[config.mk]
export PLATFORM = sky130hd
export DESIGN_NAME = nx_cdc_fifo_wr_arb
export DESIGN_NICKNAME = d
export VERILOG_FILES = /design/src/rtl/nx_cdc_fifo_wr_arb_pkg.sv /design/src/rtl/nx_cdc_fifo_wr_arb_rr_pick.sv /design/src/rtl/nx_cdc_fifo_wr_arb.sv
export SDC_FILE = /design/constraint.sdc
export NUM_CORES = 1
export LEC_CHECK = 0
export CORE_AREA = 4 4 133 135
export CTS_CLUSTER_SIZE = 8
export DETAILED_ROUTE_END_ITERATION = 7
export DIE_AREA = 0 0 137 139
export PLACE_DENSITY_LB_ADDON = 0.08
export SYNTH_ARGS = -nofsm -noshare
export SYNTH_HDL_FRONTEND = slang
export SYNTH_SLANG_ARGS = --single-unit
export TNS_END_PERCENT = 30
[constraint.sdc]
create_clock -name clk -period 2.5 [get_ports clk]
set_clock_uncertainty 0.05 [all_clocks]
set_input_delay 0.375 -clock clk [delete_from_list [all_inputs] [get_ports clk]]
set_output_delay 0.375 -clock clk [all_outputs]
set_load 0.02 [all_outputs]
[src/rtl/nx_cdc_fifo_wr_arb_pkg.sv]
// Shared types and constants for the nx_cdc_fifo write-port arbiter and its round-robin picker.
package nx_cdc_fifo_wr_arb_typePKG;

    typedef enum logic {IDLE, LOCKED} wr_arb_state_e;

    localparam int STAT_W = 16;

    function automatic int idx_width(input int n);
        return (n > 1) ? $clog2(n) : 1;
    endfunction

endpackage

[src/rtl/nx_cdc_fifo_wr_arb_rr_pick.sv]
// Combinational round-robin pick: first asserted request at or after the start pointer, wrapping.
module nx_rr_pick
    import nx_cdc_fifo_wr_arb_typePKG::*;
#(
    parameter  int N  = 4,
    localparam int IW = idx_width(N)
) (
    input  logic [N-1:0]  req,
    input  logic [IW-1:0] start,
    output logic [IW-1:0] winner,
    output logic          any
);

    int idx;

    always_comb begin
        winner = '0;
        any    = 1'b0;
        idx    = 0;
        for (int k = 0; k < N; k++) begin
            idx = int'(start) + k;
            if (idx >= N) begin
                idx = idx - N;
            end
            if (!any && req[IW'(idx)]) begin
                any    = 1'b1;
                winner = IW'(idx);
            end
        end
    end

endmodule

[src/rtl/nx_cdc_fifo_wr_arb.sv]
// Round-robin, packet-locked arbiter sharing one nx_cdc_fifo write port among N_REQ producers.
// Per-requester packet counters are added when NX_FIFO_WR_ARB_STATS_EN is defined.
module nx_cdc_fifo_wr_arb
    import nx_cdc_fifo_wr_arb_typePKG::*;
#(
    parameter  int N_REQ  = 4,
    parameter  int WIDTH  = 64,
    parameter  int DEPTH  = 16,
    localparam int ID_W   = idx_width(N_REQ),
    localparam int FREE_W = $clog2(DEPTH + 1)
) (
    input  logic                         clk,
    input  logic                         rst_n,
    input  logic [N_REQ-1:0]             req_valid,
    input  logic [N_REQ-1:0][WIDTH-1:0]  req_data,
    input  logic [N_REQ-1:0]             req_eop,
    output logic [N_REQ-1:0]             req_ready,
    input  logic [FREE_W-1:0]            fifo_free,
    input  logic                         fifo_full,
    output logic                         fifo_wen,
    output logic [WIDTH-1:0]             fifo_wdata,
    output logic [ID_W-1:0]              grant_id,
    output logic                         busy
`ifdef NX_FIFO_WR_ARB_STATS_EN
    ,
    input  logic                         stats_clr,
    output logic [N_REQ-1:0][STAT_W-1:0] grant_cnt
`endif
);

    wr_arb_state_e    state;
    logic [ID_W-1:0]  rr_ptr;
    logic [ID_W-1:0]  pick_id;
    logic             pick_any;
    logic [ID_W-1:0]  sel_id;
    logic [N_REQ-1:0] ready_c;
    logic             credit_ok;
    logic             accept;
    logic             accept_eop;

    function automatic logic [ID_W-1:0] next_id(input logic [ID_W-1:0] id);
        return (int'(id) == N_REQ - 1) ? '0 : id + ID_W'(1);
    endfunction

    // A beat sitting on fifo_wen is committed but not yet reflected in fifo_free, so it costs a slot.
    assign credit_ok = (fifo_free > FREE_W'(fifo_wen)) && !fifo_full;

    nx_rr_pick #(.N(N_REQ)) u_pick (
        .req    (req_valid),
        .start  (rr_ptr),
        .winner (pick_id),
        .any    (pick_any)
    );

    always_comb begin
        ready_c = '0;
        sel_id  = pick_id;
        if (state == IDLE) begin
            if (pick_any && credit_ok) begin
                ready_c[pick_id] = 1'b1;
            end
        end else begin
            sel_id            = grant_id;
            ready_c[grant_id] = credit_ok;
        end
    end

    assign req_ready  = rst_n ? ready_c : '0;
    assign accept     = |(req_ready & req_valid);
    assign accept_eop = accept && req_eop[sel_id];

    // Lock is taken on a non-eop first beat and released by the owner's accepted eop beat.
    always_ff @(posedge clk or negedge rst_n) begin
        if (!rst_n) begin
            state    <= IDLE;
            rr_ptr   <= '0;
            grant_id <= '0;
            busy     <= 1'b0;
        end else if (accept) begin
            if (accept_eop) begin
                state  <= IDLE;
                busy   <= 1'b0;
                rr_ptr <= next_id(sel_id);
            end else if (state == IDLE) begin
                state    <= LOCKED;
                busy     <= 1'b1;
                grant_id <= sel_id;
            end
        end
    end

    always_ff @(posedge clk or negedge rst_n) begin
        if (!rst_n) begin
            fifo_wen   <= 1'b0;
            fifo_wdata <= '0;
        end else begin
            fifo_wen <= accept;
            if (accept) begin
                fifo_wdata <= req_data[sel_id];
            end
        end
    end

`ifdef NX_FIFO_WR_ARB_STATS_EN
    // Clear wins over a same-cycle increment; counters stick at all-ones.
    always_ff @(posedge clk or negedge rst_n) begin
        if (!rst_n) begin
            grant_cnt <= '0;
        end else if (stats_clr) begin
            grant_cnt <= '0;
        end else if (accept_eop && (grant_cnt[sel_id] != '1)) begin
            grant_cnt[sel_id] <= grant_cnt[sel_id] + STAT_W'(1);
        end
    end
`endif

`ifdef NX_ASSERT
    for (genvar i = 0; i < N_REQ; i++) begin : g_hold_chk
        a_hold_stable: assert property (@(posedge clk) disable iff (!rst_n)
            (req_valid[i] && !req_ready[i]) |=>
                (!req_valid[i] || ($stable(req_data[i]) && $stable(req_eop[i]))));
    end
`endif

endmodule

# Word level (Yosys, flattened, before mapping)
# Cells that the tools add are included.
# word_totals
ff_bits	71
latchBits	0
ram_bits	0
rom_bits	0
inputBits	272
word_cells	90
memories	0
# op_classes
add_sub_neg	8
mul	0
div_mod_pow	0
n_lt_le_gt_ge	14
eq_ne	2
shift	0
mux	40
bitwise	4
reduce_logical	16
# op_table
op	count
$bmux W64 S2	1
$mux W64	1
$mux W2	10
$mux W1	18
$lt A2 B4 Y1 const B	4
$mux W4	3
$bmux W1 S2	5
$ge A3 B3 Y1 const B	3
$lt A2 B3 Y1 const B	3
$and A4 B4 Y4	2
$logic_and A1 B1 Y1	8
$sub A2 B1 Y2 const B	4
$add A2 B2 Y3 const B	2
$gt A5 B1 Y1	1
$demux W1 S2	2
$ge A2 B1 Y1 const B	2
$logic_not A1 Y1	4
$reduce_and A2 Y1	2
$reduce_or A4 Y1	1
$add A2 B1 Y3 const B	1
$ge A2 B3 Y1 const B	1
$reduce_and A3 Y1	1
$add A2 B1 Y2 const B	1
$eq A2 B1 Y1 const B	1
2 further kinds	3

# Depth between registers and ports, before layout
# Gate-level depths: netlist of the first run.
# depth
ltp_word	27
depth_mapped	11

# Hierarchy
# A second synthesis of the first run with hierarchy kept.
# unflattened
hier_cells	283
hier_area_um2	4505.6
# modules_own_cells
mod	instances	cells_each	area_per_inst_um2	seq_area_each_um2
nx_cdc_fifo_wr_arb	1	268	4428.0	1776.7
nx_rr_pick	1	15	77.6	0.0

# Least setup slack after synthesis of the first run
# No wires, ideal clock.
# synth_path
kind	input to register
from	input fifo_free[4]
to	register fifo_wdata[32]
t_arrival_ps	2408
required_ps	2332
path_slack_ps	-76
path_stages	9
path_buffers	2
cell_sequence	or4_1 > o21ai_0 > o31ai_1 > and3_1 > a221oi_4 > buf_4 > buf_4 > a311oi_1 > a21o_1
# synth_between
elab_chain_len	8
elab_cells_between_ends	9
classes_between	order compare: 1; mux: 3; bitwise: 2; reduce/logical: 3
# synth_rtl
item	line_no	rtl
start, declared	nx_cdc_fifo_wr_arb.sv:18	input logic [FREE_W-1:0] fifo_free,
$gt A5 B1 Y1 (*)	nx_cdc_fifo_wr_arb.sv:46	assign credit_ok = (fifo_free > FREE_W'(fifo_wen)) && !fifo_full;
$logic_and A1 B1 Y1 (*)	nx_cdc_fifo_wr_arb.sv:46	
$logic_and A1 B1 Y1	nx_cdc_fifo_wr_arb.sv:59	if (pick_any && credit_ok) begin
$mux W4	nx_cdc_fifo_wr_arb.sv:59	
$mux W4 (*)	nx_cdc_fifo_wr_arb.sv:58	if (state == IDLE) begin
$mux W4 (*)	nx_cdc_fifo_wr_arb.sv:68	assign req_ready = rst_n ? ready_c : '0;
named net req_ready[2]	nx_cdc_fifo_wr_arb.sv:17	output logic [N_REQ-1:0] req_ready,
$and A4 B4 Y4 (*)	nx_cdc_fifo_wr_arb.sv:69	assign accept = |(req_ready & req_valid);
$reduce_or A4 Y1 (*)	nx_cdc_fifo_wr_arb.sv:69	
end signal, assigned	nx_cdc_fifo_wr_arb.sv:99	fifo_wdata <= req_data[sel_id];
end, declared	nx_cdc_fifo_wr_arb.sv:21	output logic [WIDTH-1:0] fifo_wdata,
# Mark *: on every way through the listed nets, which the timed path passes. The rest lies on a longest branch.
# A chain may end at the register's enable or synchronous reset.

# Worst setup path after layout of the first run
# layout_path
from	register fifo_wen
to	register fifo_wdata[7]
# layout_between
elab_chain_len	8
elab_cells_between_ends	9
classes_between	order compare: 1; mux: 3; bitwise: 2; reduce/logical: 3
# layout_rtl
item	line_no	rtl
start, declared	nx_cdc_fifo_wr_arb.sv:20	output logic fifo_wen,
start signal, assigned	nx_cdc_fifo_wr_arb.sv:97	fifo_wen <= accept;
$gt A5 B1 Y1 (*)	nx_cdc_fifo_wr_arb.sv:46	
$logic_and A1 B1 Y1 (*)	nx_cdc_fifo_wr_arb.sv:46	
$logic_and A1 B1 Y1	nx_cdc_fifo_wr_arb.sv:59	
$mux W4	nx_cdc_fifo_wr_arb.sv:59	
$mux W4 (*)	nx_cdc_fifo_wr_arb.sv:58	
$mux W4 (*)	nx_cdc_fifo_wr_arb.sv:68	
$and A4 B4 Y4 (*)	nx_cdc_fifo_wr_arb.sv:69	
$reduce_or A4 Y1 (*)	nx_cdc_fifo_wr_arb.sv:69	
# Every way passes the cells marked *; elsewhere a longest branch is shown, timed or not.

==> impl_metrics.ini, run 1 <==
[synthesis]
synth_nets = 855
ys_top_cells_by_area = dfrtp_1 (36%), a311oi_1 (12%), nand2_1 (11%)
ys_warn_count = 0
ys_ff_latch = 71
synth_cell_types = 35
synth_flop_cell = dfrtp_1
avgSynthCellArea_um2 = 8.39
async_flop_share_pct = 100
yosysTopAreaCell = dfrtp_1
netlist_instances = 581
synth_edf_count = 0
syn-cell-area_um2 = 4870
yosysTopAreaCellShare_pct = 36.5
seq_area_frac_synth_pct = 36.5

[clock_network]
clock_sinks = 71
cts_tree = built
clk_pin_slew_ns = 0.06
cts_htree_levels = 3
cts_buffers = 9
insertion_delay_ns = 0.33
cts-root-buf = clkbuf_16
cts_buffer_depth = 2

[finish]
drive_gt1_share_pct = 11.2
final_cell_mix = clkdlybuf4s50_1 (330), nand2_1 (138), dfrtp_1 (70)
fillers = 1449
final_util_pct = 56.4
diodes = 0
syn_to_final_growth_pct = 90.7
nets = 1204
layout_commonest_cell = clkdlybuf4s50_1

[floorplan]
die_h_um = 139
start_util_pct = 29.6
design.die.area_um2 = 19000
io_pins = 344
rows = 47
dieWidth_um = 137
core-area_um2 = 16500

[global_route]
grt_max_degree = 79
grt_busiest_layer = met2
grt_pass1_vias = 5979
grt_pass1_wl_mm = 32.3
antenna_found_initial = 0
grtUsageMet2_pct = 37.5
grtUsageTotal_pct = 21.5
gr-total-overflow = 0
use_met1_pct = 25.5
grt_util_met3_pct = 5.30

[placed_design]
io_buffer_count = 343
place_congestion = 0.897
post-dp-hpwl_mm = 16.0

[setup_path]
critPathRequiredTime_ns = 2.67
critPathMaxFanout = 8
startpoint = fifo_wen$_DFF_PN0_
crit_end = fifo_wdata[7]$_DFFE_PN0P_
reg2reg_from = fifo_wen$_DFF_PN0_
worstSetupPathType = reg2reg
worstRegToRegCells = 11
worstPathArrival_ns = 2.66
reg2reg_to = fifo_wdata[7]$_DFFE_PN0P_
rrSetupSlack_ns = 0.008
crit_path_start_kind = register
crit_path_end_kind = register

[sta]
timing.final.crit_share_pct = 99.7
max-slew-margin-rel_pct = 36.6
fmaxAchievable_mhz = 401
setup-violations-final = 0
rsz0062_at_grt = yes
drv_slew = 0
tightestPinTransition_ns = 0.951
hold_violations = 0
min_period_ns = 2.49

[detailed_routing]
post_drt_via_cell_ratio = 5.10
wl_per_cell_um = 18.8
ant_nets = 0
drtIter0Drc = 240
wl_mm = 21.6
drc = 0
via_count = 5874
drt_pass1_iterations = 4

[power]
peakVddDrop_v = 0.000802
leakagePower_nw = 4.09
cellPowerDensity_nw_per_um2 = 1040
total_power_w = 0.00968

[worst_hold_path]
hp-class = in2async

[outcome]
status = completed

[job]
maxCapViolations = 0
-- final cells by class --
cell class / count / area [um^2] / share of cell area, %
clock buffer: 11 / 243 / 2.61
tap: 220 / 275 / 2.96
inverter: 9 / 35.0 / 0.377
sequential: 71 / 1780 / 19.1
timing repair buffer: 397 / 4010 / 43.1
clock inverter: 2 / 10.0 / 0.108
multi-input combinational: 442 / 2940 / 31.7
-- metrics by stage --
step / setup TNS (ns) / std cells / area (um^2) / hold slack, ns / setup slack [ns]
floorplan: -0.00540 / 581 / 4880 / 0.0294 / -0.00270
global placement: -38.42 / 1129 / 8800 / 0.410 / -0.643
detailed placement: -43.30 / 1129 / 8800 / 0.415 / -0.643
CTS: -0.0114 / 1151 / 9270 / 0.332 / -0.00295
global route: -4.41 / 1152 / 9290 / 0.378 / -0.136
finish: 0 / 1152 / 9290 / 0.283 / 0.00824
-- how the worst min path moves through the flow --
stage                                from                         end  slack, ns  cells past startpoint
2_1_floorplan                       rst_n            busy$_DFFE_PN0P_       0.03                      0
3_3_place_gp   fifo_wdata[58]$_DFFE_PN0P_  fifo_wdata[58]$_DFFE_PN0P_       0.41                      1
3_5_place_dp   fifo_wdata[20]$_DFFE_PN0P_  fifo_wdata[20]$_DFFE_PN0P_       0.41                      1
5_1_grt                             rst_n  fifo_wdata[42]$_DFFE_PN0P_       0.38                      2
4_1_cts                             rst_n  fifo_wdata[29]$_DFFE_PN0P_       0.33                      2
6_report                            rst_n  fifo_wdata[42]$_DFFE_PN0P_       0.28                      2
-- logic make-up after synthesis --
kind of cell | count (synthesis) | share of synthesized area (%)
buffers and inverters | 68 | 5.98
DFF | 71 | 36.5
AOI/OAI and AO/OA | 213 | 34.8
muxes | 6 | 1.33
adders and majority gates | 2 | 0.513
and+or+nand+nor | 221 | 20.9
-- sequential cells by signal, summed over array words and instances (netlist names) --
signal      flops
grant_id        2
rr_ptr          2
fifo_wen        1
fifo_wdata     64
state           1
busy            1
-- per-layer routing --
metal / vias up / wire [um]
li1: 2827 / -
met1: 2785 / 8370
met2: 228 / 11000
met3: 34 / 1720
met4: 0 / 516
met5: - / 0
-- Yosys cell counts (3+ instances only) --
| cell | number |
|---|---|
| nand2_1 | 138 |
| nor2_1 | 8 |
| mux2_2 | 4 |
| a311oi_1 | 64 |
| buf_4 | 4 |
| inv_1 | 8 |
| and2_1 | 64 |
| a21oi_1 | 4 |
| a211oi_1 | 65 |
| clkbuf_1 | 38 |
| dfrtp_1 | 71 |
| and3_1 | 3 |
| o21ai_0 | 3 |
| a21o_1 | 64 |
| nor2b_1 | 3 |
| buf_2 | 17 |
-- what timing repair did --
| item | CTS | global route |
|---|---|---|
| buffers inserted | 6 | 3 |
| pin swaps | 7 | 3 |
| hold buffers | 0 | 0 |
| setup endpoints to repair | 74 | 70 |
| gates cloned | 3 | 1 |
| resized for setup | 52 | 14 |
-- report_power, final --
| group | total [W] | switching (W) | internal, W | leakage [nW] |
|---|---|---|---|---|
| combinational | 0.00650 | 0.00339 | 0.00311 | 3.08 |
| sequential | 0.00204 | 0.000338 | 0.00170 | 0.883 |
| clock | 0.00114 | 0.000464 | 0.000678 | 0.127 |
| total | 0.00968 | 0.00419 | 0.00549 | 4.09 |
-- critical path, cell delays in order, from the launching register on --
cell	delay (ns)
dfrtp_1	0.39
ha_1	0.29
nor2_2	0.04
o211ai_1	0.25
o41ai_2	0.11
and3_4	0.19
a221oi_4	0.40
buf_6	0.20
buf_12	0.11
buf_12	0.12
a311oi_2	0.05
a21o_1	0.17
(Power assumes the default switching activity.)
==> run 2, diff against run 1 <==
- clock period: 2.5 -> 2.2 ns (I/O delays scaled with it)
==> run 2 against run 1 <==
  * The run now ends with setup timing left
  * Register-to-register slack got worse by 0.36 ns
  * Clock power increased by 49%
  * Setup slack got worse by 0.36 ns
  * Wire length increased by 1.6%
  * Core utilization increased by 2.0 points
  * Cell count increased by 1.2%
  * Non-clock buffer count increased by 11
  * Critical path depth increased by 1
  * Die area unchanged
  * First-iteration DRC count decreased by 20%
  * Worst hold slack got worse by 0.21 ns
  * Combinational power increased by 18%
  * Largest cell class unchanged
  * Highest routed layer is now met5
==> impl_metrics.ini, run 2 (synthesized netlist as in run 1, its figures left out) <==
[floorplan]
design.die.area_um2 = 19000
die_h_um = 139
io_pins = 344
dieWidth_um = 137
start_util_pct = 29.6
core-area_um2 = 16500
rows = 47

[finish]
final_cells = 1166
syn_to_final_growth_pct = 97.5
fin_area_um2 = 9630
largest_registers = fifo_wdata: 64 flops, grant_id: 2 flops, rr_ptr: 2 flops
drive_gt1_share_pct = 12.8
fillers = 1466
regMostFlops = fifo_wdata
largest_reg_flops = 64
nets = 1215
final_cell_mix = clkdlybuf4s50_1 (331), nand2_1 (138), dfrtp_1 (69)
layout_commonest_cell = clkdlybuf4s50_1
diodes = 0

[sta]
fmaxAchievable_mhz = 392
drv_slew = 0
hold_violations = 0
timing.final.crit_share_pct = 116
tightestPinTransition_ns = 0.625
setup_tns_ns = -19.82
setup-violations-final = 75
holdWs_ns = 0.0749
fin_ws_ns = -0.350
min_period_ns = 2.55
max-slew-margin-rel_pct = 58.3
rsz0062_at_grt = yes

[detailed_routing]
wl_mm = 22.0
wl_per_cell_um = 18.8
post_drt_via_cell_ratio = 5.12
drc = 0
ant_nets = 0
via_count = 5971
drtIter0Drc = 192
drt_pass1_iterations = 4

[setup_path]
startpoint = fifo_wen$_DFF_PN0_
rrSetupSlack_ns = -0.35
crit_end = fifo_wdata[8]$_DFFE_PN0P_
reg2reg_to = fifo_wdata[8]$_DFFE_PN0P_
worstRegToRegCells = 12
worstSetupPathType = reg2reg
path_buf_inv = 4
critPathRequiredTime_ns = 2.38
critPathMaxFanout = 12
critPathMaxStageDelay_ns = 0.41
crit_cells = 12
worstPathCellList = ha_1, nor2_2, buf_4, o21ai_1, o31ai_1, and3_4, a221oi_4, buf_12, buf_8, buf_16, a311oi_1, a21o_1
reg2reg_from = fifo_wen$_DFF_PN0_
critPathTopFamily = compound AO/OA/AOI/OAI gates
crit_path_end_kind = register
crit_path_start_kind = register
worstPathArrival_ns = 2.73
slowest_stage = dfrtp_1

[placed_design]
place_congestion = 0.884
placed_area_um2 = 8830
io_buffer_count = 343
place_ws_ns = -0.848
post-dp-hpwl_mm = 16.7
dp_cells = 1135

[job]
maxCapViolations = 0

[clock_network]
cts-root-buf = clkbuf_16
cts_htree_levels = 3
cts_buffer_depth = 2
cts_buffers = 9
clock_sinks = 71
clk_pin_slew_ns = 0.06
insertion_delay_ns = 0.33
ctsHoldBuffers = 0
cts_tree = built

[outcome]
status = complete, but fails checks
violations = setup timing

[global_route]
grt_pass1_vias = 6149
grtUsageTotal_pct = 21.8
grt_pass1_wl_mm = 32.6
antenna_found_initial = 1
gr-total-overflow = 0
grt_max_degree = 70

[power]
peakVddDrop_v = 0.000569
leakagePower_nw = 4.24
cellPowerDensity_nw_per_um2 = 1210

[worst_hold_path]
hp-class = in2async
## run 2: per-layer routing
metal / vias to the layer above / GRT usage [%] / share of wire, %
li1: 2857 / - / -
met1: 2838 / 24.0 / 38
met2: 234 / 38.2 / 50
met3: 40 / 7.66 / 8.7
met4: 2 / 8.61 / 3.1
met5: - / 0 / 0.032
## run 2: worst min path at each step
stage / from / slack [ns] / endpoint
after floorplan: rst_n / -0.02 / busy$_DFFE_PN0P_
after global placement: fifo_wdata[15]$_DFFE_PN0P_ / 0.41 / fifo_wdata[15]$_DFFE_PN0P_
after detailed placement: fifo_wdata[6]$_DFFE_PN0P_ / 0.42 / fifo_wdata[6]$_DFFE_PN0P_
after CTS: rst_n / 0.07 / fifo_wdata[1]$_DFFE_PN0P_
after global routing: rst_n / 0.10 / fifo_wdata[49]$_DFFE_PN0P_
final: rst_n / 0.07 / fifo_wdata[52]$_DFFE_PN0P_
## run 2: repair_timing
action                                  in CTS  in global routing
gates resized for setup                     52                 38
buffers inserted                             6                  5
cloned                                       4                  2
hold endpoints to repair                     0                  0
endpoints found under the setup margin      75                 75
pin swaps                                    6                 19
## run 2: final cells by class
class / count / area [um^2] / share of cell area (%)
repair buffers: 408 / 4190 / 43.6
multi-input cells: 442 / 3000 / 31.1
flip-flops and latches: 71 / 1780 / 18.5
well taps: 220 / 275 / 2.86
clock buffers: 10 / 239 / 2.48
clock inverters: 6 / 108 / 1.12
inverters: 9 / 35.0 / 0.364
## run 2: worst register-to-register path, delay by kind of cell (launching register included)
family | cells | cell delay, ns
compound gates | 5 | 0.86
flops | 1 | 0.41
buf+inv | 4 | 0.60
simple gates | 2 | 0.23
fa+ha+maj | 1 | 0.30
## run 2: metrics by stage
step | total power (W) | util [%]
floorplan | 0.00624 | -
global placement | 0.00924 | 53.6
detailed placement | 0.00937 | 53.6
CTS | 0.0115 | 57.3
global route | 0.0124 | 58.5
finish | 0.0117 | 58.5
## run 2: report_power, final
part / switching, W / internal [W] / total, W
sequential: 0.000391 / 0.00193 / 0.00233
clock: 0.000565 / 0.00113 / 0.00170
combinational: 0.00391 / 0.00374 / 0.00765
